===== config.mk =====
export PLATFORM = sky130hd
export DESIGN_NAME = io_test_sequencer
export DESIGN_NICKNAME = d
export VERILOG_FILES = /design/src/rtl/io_test_sequencer.sv
export SDC_FILE = /design/constraint.sdc
export NUM_CORES = 1
export LEC_CHECK = 0
export BUFFER_PORTS_ARGS = -buffer_cell sky130_fd_sc_hd__buf_2
export CAP_MARGIN = 10
export CORE_ASPECT_RATIO = 1.5
export CORE_MARGIN = 2
export CORE_UTILIZATION = 63
export CTS_BUF_LIST = sky130_fd_sc_hd__clkbuf_16
export DETAILED_ROUTE_END_ITERATION = 8
export PLACE_DENSITY_LB_ADDON = 0.15
export SLEW_MARGIN = 15
export SYNTH_ARGS = -nofsm -noshare
export SYNTH_HDL_FRONTEND = slang
export SYNTH_SLANG_ARGS = --single-unit

===== constraint.sdc =====
create_clock -name clk -period 4.31 [get_ports clk]
set_clock_uncertainty 0.05 [all_clocks]
set_input_delay 0.862 -clock clk [delete_from_list [all_inputs] [get_ports clk]]
set_output_delay 0.862 -clock clk [all_outputs]
set_load 0.02 [all_outputs]

===== src/rtl/io_test_sequencer.sv =====
// io_test_sequencer: key-advanced pattern sequencer for the external-IO test bank.
// Define IO_TEST_PRBS_EN to add the PRBS mode (4) after HOLD.
module io_test_sequencer #(
    parameter int IO_W        = 70,
    parameter int STEP_CYCLES = 25_000_000,
    parameter int DEB_CYCLES  = 1_000_000
) (
    input  logic            clk,
    input  logic            rst,
    input  logic            key,
    input  logic            pause,
    output logic [IO_W-1:0] io_out,
    output logic [2:0]      mode,
    output logic            step_tick
);
    localparam int TW = $clog2(STEP_CYCLES);
    localparam int DW = DEB_CYCLES > 1 ? $clog2(DEB_CYCLES) : 1;
    localparam int PW = IO_W > 1 ? $clog2(IO_W) : 1;
    localparam logic [IO_W-1:0] ONE = IO_W'(1);

    typedef enum logic [2:0] {ALT = 3'd0, WALK1 = 3'd1, WALK0 = 3'd2, HOLD = 3'd3, PRBS = 3'd4} mode_t;

    function automatic logic [IO_W-1:0] alt_pat();
        logic [IO_W-1:0] p;
        for (int i = 0; i < IO_W; i++) p[i] = i[0];
        return p;
    endfunction

    localparam logic [IO_W-1:0] ALT0 = alt_pat();

`ifdef IO_TEST_PRBS_EN
    localparam logic [15:0] SEED = 16'hACE1;

    function automatic logic [IO_W-1:0] prbs_map(input logic [15:0] l);
        logic [IO_W-1:0] p;
        for (int i = 0; i < IO_W; i++) p[i] = l[i % 16];
        return p;
    endfunction

    logic [15:0] lfsr, lfsr_n;
    assign lfsr_n = {lfsr[0] ^ lfsr[2] ^ lfsr[3] ^ lfsr[5], lfsr[15:1]};
`endif

    logic          key_s1, key_s2, deb_level, press, deb_done;
    logic [DW-1:0] deb_cnt;

    // Counter runs only while the synced key disagrees with the debounced level.
    assign deb_done = key_s2 != deb_level && deb_cnt == DW'(DEB_CYCLES - 1);

    always_ff @(posedge clk) begin
        if (rst) begin
            key_s1    <= 1'b1;
            key_s2    <= 1'b1;
            deb_level <= 1'b1;
            deb_cnt   <= '0;
            press     <= 1'b0;
        end else begin
            key_s1    <= key;
            key_s2    <= key_s1;
            deb_cnt   <= key_s2 == deb_level || deb_done ? '0 : deb_cnt + DW'(1);
            deb_level <= deb_done ? key_s2 : deb_level;
            press     <= deb_done && deb_level;
        end
    end

    mode_t           state, nxt;
    logic [TW-1:0]   timer;
    logic [PW-1:0]   pos, pos_n;
    logic            phase, tc;
    logic [IO_W-1:0] entry;

    assign mode  = state;
    assign tc    = !pause && timer == TW'(STEP_CYCLES - 1);
    assign pos_n = pos == PW'(IO_W - 1) ? '0 : pos + PW'(1);

    always_comb begin
        nxt = ALT;
        case (state)
            ALT:     nxt = WALK1;
            WALK1:   nxt = WALK0;
            WALK0:   nxt = HOLD;
`ifdef IO_TEST_PRBS_EN
            HOLD:    nxt = PRBS;
`endif
            default: nxt = ALT;
        endcase
    end

    always_comb begin
        entry = ALT0;
        case (nxt)
            WALK1:   entry = ONE;
            WALK0:   entry = ~ONE;
            HOLD:    entry = '1;
`ifdef IO_TEST_PRBS_EN
            PRBS:    entry = prbs_map(SEED);
`endif
            default: entry = ALT0;
        endcase
    end

    // A press restarts the new mode from its entry pattern and swallows a coincident tick.
    always_ff @(posedge clk) begin
        if (rst) begin
            state     <= ALT;
            timer     <= '0;
            pos       <= '0;
            phase     <= 1'b0;
            step_tick <= 1'b0;
            io_out    <= ALT0;
`ifdef IO_TEST_PRBS_EN
            lfsr      <= SEED;
`endif
        end else if (press) begin
            state     <= nxt;
            timer     <= '0;
            pos       <= '0;
            phase     <= 1'b0;
            step_tick <= 1'b0;
            io_out    <= entry;
`ifdef IO_TEST_PRBS_EN
            lfsr      <= SEED;
`endif
        end else if (tc) begin
            timer     <= '0;
            step_tick <= 1'b1;
            case (state)
                ALT: begin
                    phase  <= ~phase;
                    io_out <= phase ? ALT0 : ~ALT0;
                end
                WALK1: begin
                    pos    <= pos_n;
                    io_out <= ONE << pos_n;
                end
                WALK0: begin
                    pos    <= pos_n;
                    io_out <= ~(ONE << pos_n);
                end
                HOLD: io_out <= '1;
`ifdef IO_TEST_PRBS_EN
                PRBS: begin
                    lfsr   <= lfsr_n;
                    io_out <= prbs_map(lfsr_n);
                end
`endif
                default: begin
                    state  <= ALT;
                    pos    <= '0;
                    phase  <= 1'b0;
                    io_out <= ALT0;
                end
            endcase
        end else begin
            step_tick <= 1'b0;
            timer     <= pause ? timer : timer + TW'(1);
        end
    end
endmodule


Yosys cells after proc, flatten, opt, wreduce, memory -nomap -nowiden:

Index checks and enable logic that the tools add are counted.

* add/sub/neg operators: 3
* equality and inequality tests: 12
* shift-type cells: 1
* multiplexer cells: 13
* bitwise logic cells: 4
* reduce and logical (&&, ||, !) cells: 17

Operators with widths (number)
* case mux 70 bit (4 select lines): 1
* 2-to-1 mux 70 bit: 3
* case mux 70 bit (3 select lines): 1
* inverter 70 bit: 1
* << shifter 1 x 7 -> 70 bit, first input constant: 1
* adder 25 x 1 -> 25 bit, second input constant: 1
* == test 25 bit, second input constant: 1
* adder 20 x 1 -> 20 bit, second input constant: 1
* == test 20 bit, second input constant: 1
* case mux 7 bit (2 select lines): 1
* == test 3 x 2 -> 1 bit, second input constant: 4
* 2-to-1 mux 3 bit: 3
* OR reduction 2 bit: 4
* adder 7 x 1 -> 7 bit, second input constant: 1
* == test 7 bit, second input constant: 1
* 2-to-1 mux 7 bit: 1
* == test 3 x 1 -> 1 bit, second input constant: 2
* case mux 2 bit (3 select lines): 1
* AND reduction 2 bit: 3
* OR reduction 3 bit: 2
* OR reduction 4 bit: 1
* logical AND 1 bit: 3
* zero test 3 bit: 1
* inverter 1 bit: 3
* other kinds (8): 8

* flip-flop bits (word level): 131
* output and inout bits: 74
* word-level logic and storage cells: 61

Longest topological paths before layout:

* word-level depth: 7
* mapped depth: 10
* mapped depth without buffers: 8

Least setup slack after synthesis:

Ideal clock, no wire load.

* path type: input to register
* start point: in pause
* end point: reg io_out[21]
* library setup time: 122 ps
* data arrival time: 2544 ps
* required time: 4138 ps
* setup slack: 1594 ps
* cell stages on the path: 7
* buffers on the path: 1
* cell sequence: and4b_1 nand3_1 or4_1 buf_4 o31ai_2 nand2_1 o32a_1

* longest elaborated chain between the ends: 3

RTL lines
* start, declared: RTL line 11 `input logic pause,`
* zero test 1 bit: RTL line 73 `assign tc = !pause && timer == TW'(STEP_CYCLES - 1);`
* logical AND 1 bit: RTL line 73
* nonzero test 2 bit (no line)
* end signal, assigned: RTL line 120 `io_out <= entry;`
* end signal, assigned: RTL line 130 `io_out <= phase ? ALT0 : ~ALT0;`
* end signal, assigned: RTL line 134 `io_out <= ONE << pos_n;`
* end, declared: RTL line 12 `output logic [IO_W-1:0] io_out,`

No other way between the ends.
A chain may end at the register's enable or synchronous reset.

Worst setup path after layout:

* start point: reg pos[0]
* end point: reg io_out[64]

* longest elaborated chain between the ends: 7
* elaborated cells on any way between the ends: 8

RTL lines
* start, declared: RTL line 68 `logic [PW-1:0] pos, pos_n;`
* start signal, assigned: RTL line 133 `pos <= pos_n;`
* start signal, assigned: RTL line 137 `pos <= pos_n;`
* adder 7 x 1 -> 7 bit or == test 7 bit (tied branches): RTL line 74 `assign pos_n = pos == PW'(IO_W - 1) ? '0 : pos + PW'(1);`
* 2-to-1 mux 7 bit (*): RTL line 74
* << shifter 1 x 7 -> 70 bit (*): RTL line 134, 138
* inverter 70 bit: RTL line 138 `io_out <= ~(ONE << pos_n);`
* case mux 70 bit (4 select lines) (*): RTL line 127 `case (state)`
* 2-to-1 mux 70 bit (*): RTL line 124 `end else if (tc) begin`
* 2-to-1 mux 70 bit (*): RTL line 114 `end else if (press) begin`
* end signal, assigned: RTL line 120
* end signal, assigned: RTL line 130
* end signal, assigned: RTL line 138

Mark *: on every way between the ends. The rest lies on a longest branch, timed or not. The select of a mux whose other input is x is not followed.

==> impl_metrics.ini <==
[yosys]
async_flop_share_pct = 0
syn_inst = 872
synth_edf_count = 0
synth_simple_gate_area_share_pct = 21.5
synth_seq_cells = 130
yosys_warnings = 0
synth_cell_types = 66
synth.area.mux_share_pct = 3.64
synth_top_family_by_area = compound AO/OA/AOI/OAI gates
ys_dominant_reg_cell = dfxtp_1
yosys.area_share.adder_pct = 1.63
ys_seq_area_share_pct = 37.7
syn_nets = 885
synth_compound_area_share_pct = 24.4
synth_area_mm2 = 0.00690
synth-xor-area-share_pct = 6.22
synth_area_per_cell_um2 = 7.92

[critical_path]
crit_chain = ha_1 -> nand3_1 -> xnor2_1 -> o41ai_1 -> nor2b_1 -> mux2i_1 -> o21ai_0
r2r_cells = 7
startpoint_type = register
crit_path_top_delay_cell = o41ai_1
cp.required_ps = 4560
rr_endpoint = io_out[64]
crit_fanout = 13
crit_path_end_kind = register
critical_path_arrival_ps = 3670
critPathKind = reg -> reg
cpPeakStageDelay_ps = 890
worstReg2RegStart = pos[0]
r2r_setup_slack_ps = 890

[sta]
hold_viol = 0
rsz0062_at_grt = no
setup-violations-final = 0
final.setup.tns_ps = 0
worst_pin_slew_ps = 1150
maxSlewViolCount = 0
maxSlewHeadroom_pct = 22.6
finalCritPeriodShare_pct = 79.3
min_period_ps = 3420
fmax_mhz = 292

[min_path]
min-delay-path-class = reg -> reg
holdCritStartpoint = key_s1
whs_path_depth = 1
hold_path_end = key_s2

[finish]
layout_common_cells = dfxtp_1, a21oi_1, nor2_1
layout.nets = 932
final_common_cell = dfxtp_1
num_antenna_cells = 0
fin_util_pct = 74.7
layout-drive-gt1-share_pct = 15.4
area_growth_syn_to_layout_pct = 15.2

[die]
ioPinCount = 78
row_count = 46
start_util_pct = 64.8
die_height_um = 132
fp.dieArea_mm2 = 0.0118
core-area_mm2 = 0.0106
fp.dieW_um = 89.5

[placement]
hpwl_mm = 13.7
place.gp.congestion = 1.00
place.port_buffers = 76

[job]
cap_viol_max_count = 0

[clock_tree]
cts_tree = built
clkSlewWorstSetupHoldPaths_ps = 60
cts.htree.levels = 4
cts_num_sinks = 130
post_cts_buffers = 0
root_buffer = clkbuf_16
cts_resized = 0
numCtsBuffers = 17
clock_latency_ps = 420
cts_buffer_depth = 2
holdBufCountCts = 0

[pwr]
leakagePower_nw = 3.01
p_per_area_mw_per_mm2 = 347
max-vdd-ir-drop_uv = 288

[global_routing]
grt_pass1_wl_mm = 31.9
antenna_found_initial = 0
grt_start_max_net_pins = 37
grt_pass1_vias = 6536
grt_use_total_pct = 34.2
grt_remaining_overflow = 0

[drt]
drcViolationCount = 0
dr.pass1.iters = 7
routed_wl_mm = 20.1
vias_per_cell = 6.56
num_vias = 7055
drtAntennaViolNets = 0
drtIter0Drc = 766
wl_per_cell_um = 18.7

[status]
status = finished, final reports clean
## metrics by stage
step | power, mW | hold WS, ps | instance area [um2] | worst slack [ps] | cells
global placement | 1.26 | 352 | 7340 | 1000 | 1044
global route | 2.82 | 391 | 7960 | 770 | 1075
floorplan | 1.26 | 339 | 6900 | 1590 | 872
detailed placement | 1.27 | 355 | 7340 | 936 | 1044
CTS | 2.76 | 372 | 7960 | 1090 | 1075
finish | 2.76 | 370 | 7960 | 890 | 1075
## cell usage after synthesis (6+ instances only)
| cell type | count | area share, % |
|---|---|---|
| or3_1 | 9 | 0.82 |
| o31ai_1 | 8 | 0.87 |
| nor4_1 | 8 | 0.72 |
| xor2_1 | 26 | 3.3 |
| xnor2_1 | 23 | 2.9 |
| mux2i_1 | 24 | 3.5 |
| o21ai_0 | 76 | 5.5 |
| nand4_1 | 14 | 1.3 |
| and2_1 | 7 | 0.63 |
| nand2_1 | 48 | 2.6 |
| a21o_1 | 7 | 0.76 |
| and3_1 | 17 | 1.5 |
| a21oi_1 | 98 | 7.1 |
| o41ai_1 | 9 | 1.1 |
| nor3_1 | 15 | 1.1 |
| a31oi_1 | 26 | 2.4 |
| dfxtp_1 | 130 | 38 |
| clkbuf_1 | 46 | 2.5 |
| ha_1 | 9 | 1.6 |
| or2_2 | 6 | 0.54 |
| nand3_1 | 39 | 2.8 |
| buf_2 | 13 | 0.94 |
| a221oi_1 | 6 | 0.76 |
| nor2_1 | 94 | 5.1 |
| and4_1 | 7 | 0.89 |
| inv_1 | 17 | 0.92 |
| o22ai_1 | 6 | 0.54 |
## flip-flops by register name, indices dropped and copies added, names as in the netlist
| signal | cells |
|---|---|
| key_s2 | 1 |
| deb_cnt | 20 |
| pos | 7 |
| press | 1 |
| mode | 2 |
| key_s1 | 1 |
| timer | 25 |
| step_tick | 1 |
| deb_level | 1 |
| io_out | 70 |
| phase | 1 |
## final cells by class
class / count / area [um2]
clock buffers: 17 / 425
clock inverters: 14 / 190
fillers: 832 / 2690
inverters: 17 / 63.8
multi-input cells: 659 / 3980
flip-flops and latches: 130 / 2600
well taps: 144 / 180
repair buffers: 94 / 515
## metal layers
metal | routed length, um | vias to the layer above | GRT usage [%]
met5 | 0 | - | 0
met4 | 841 | 0 | 17.3
met3 | 1630 | 92 | 6.51
met1 | 7600 | 3247 | 40.7
met2 | 10000 | 437 | 57.1
li1 | - | 3279 | -
## worst max path at each step
stage | slack [ps] | startpoint | to | cells after the start
floorplan | 1590 | pause | io_out[21] | 7
global route | 770 | pos[0] | io_out[64] | 7
CTS | 1090 | pos[0] | io_out[64] | 7
finish | 890 | pos[0] | io_out[64] | 7
global placement | 1000 | pause | timer[24] | 7
detailed placement | 940 | pause | timer[8] | 7
## where the power goes
group / switching (mW) / internal, mW
combinational: 0.0246 / 0.00756
clock: 0.555 / 0.962
sequential: 0.00254 / 1.21
total: 0.582 / 2.17
## worst max-delay path: cells and delay by family, from the launching register on
| family | cells | cell delay (ps) |
|---|---|---|
| fa+ha+maj | 1 | 400 |
| flops | 1 | 570 |
| simple gates | 2 | 510 |
| xor+xnor | 1 | 460 |
| compound gates | 2 | 1000 |
| mux | 1 | 310 |
## logic make-up (layout without fill, tap and decap cells)
group,Yosys count,count (layout)
other,1,1
buffers and inverters,83,142
flip-flops,130,130
multiplexers,25,25
AND/OR/NAND/NOR,294,294
XOR/XNOR,49,49
AO/OA/AOI/OAI,281,281
adder cells (fa/ha/maj),9,9
No activity file was read; power rests on OpenSTA's default activity.
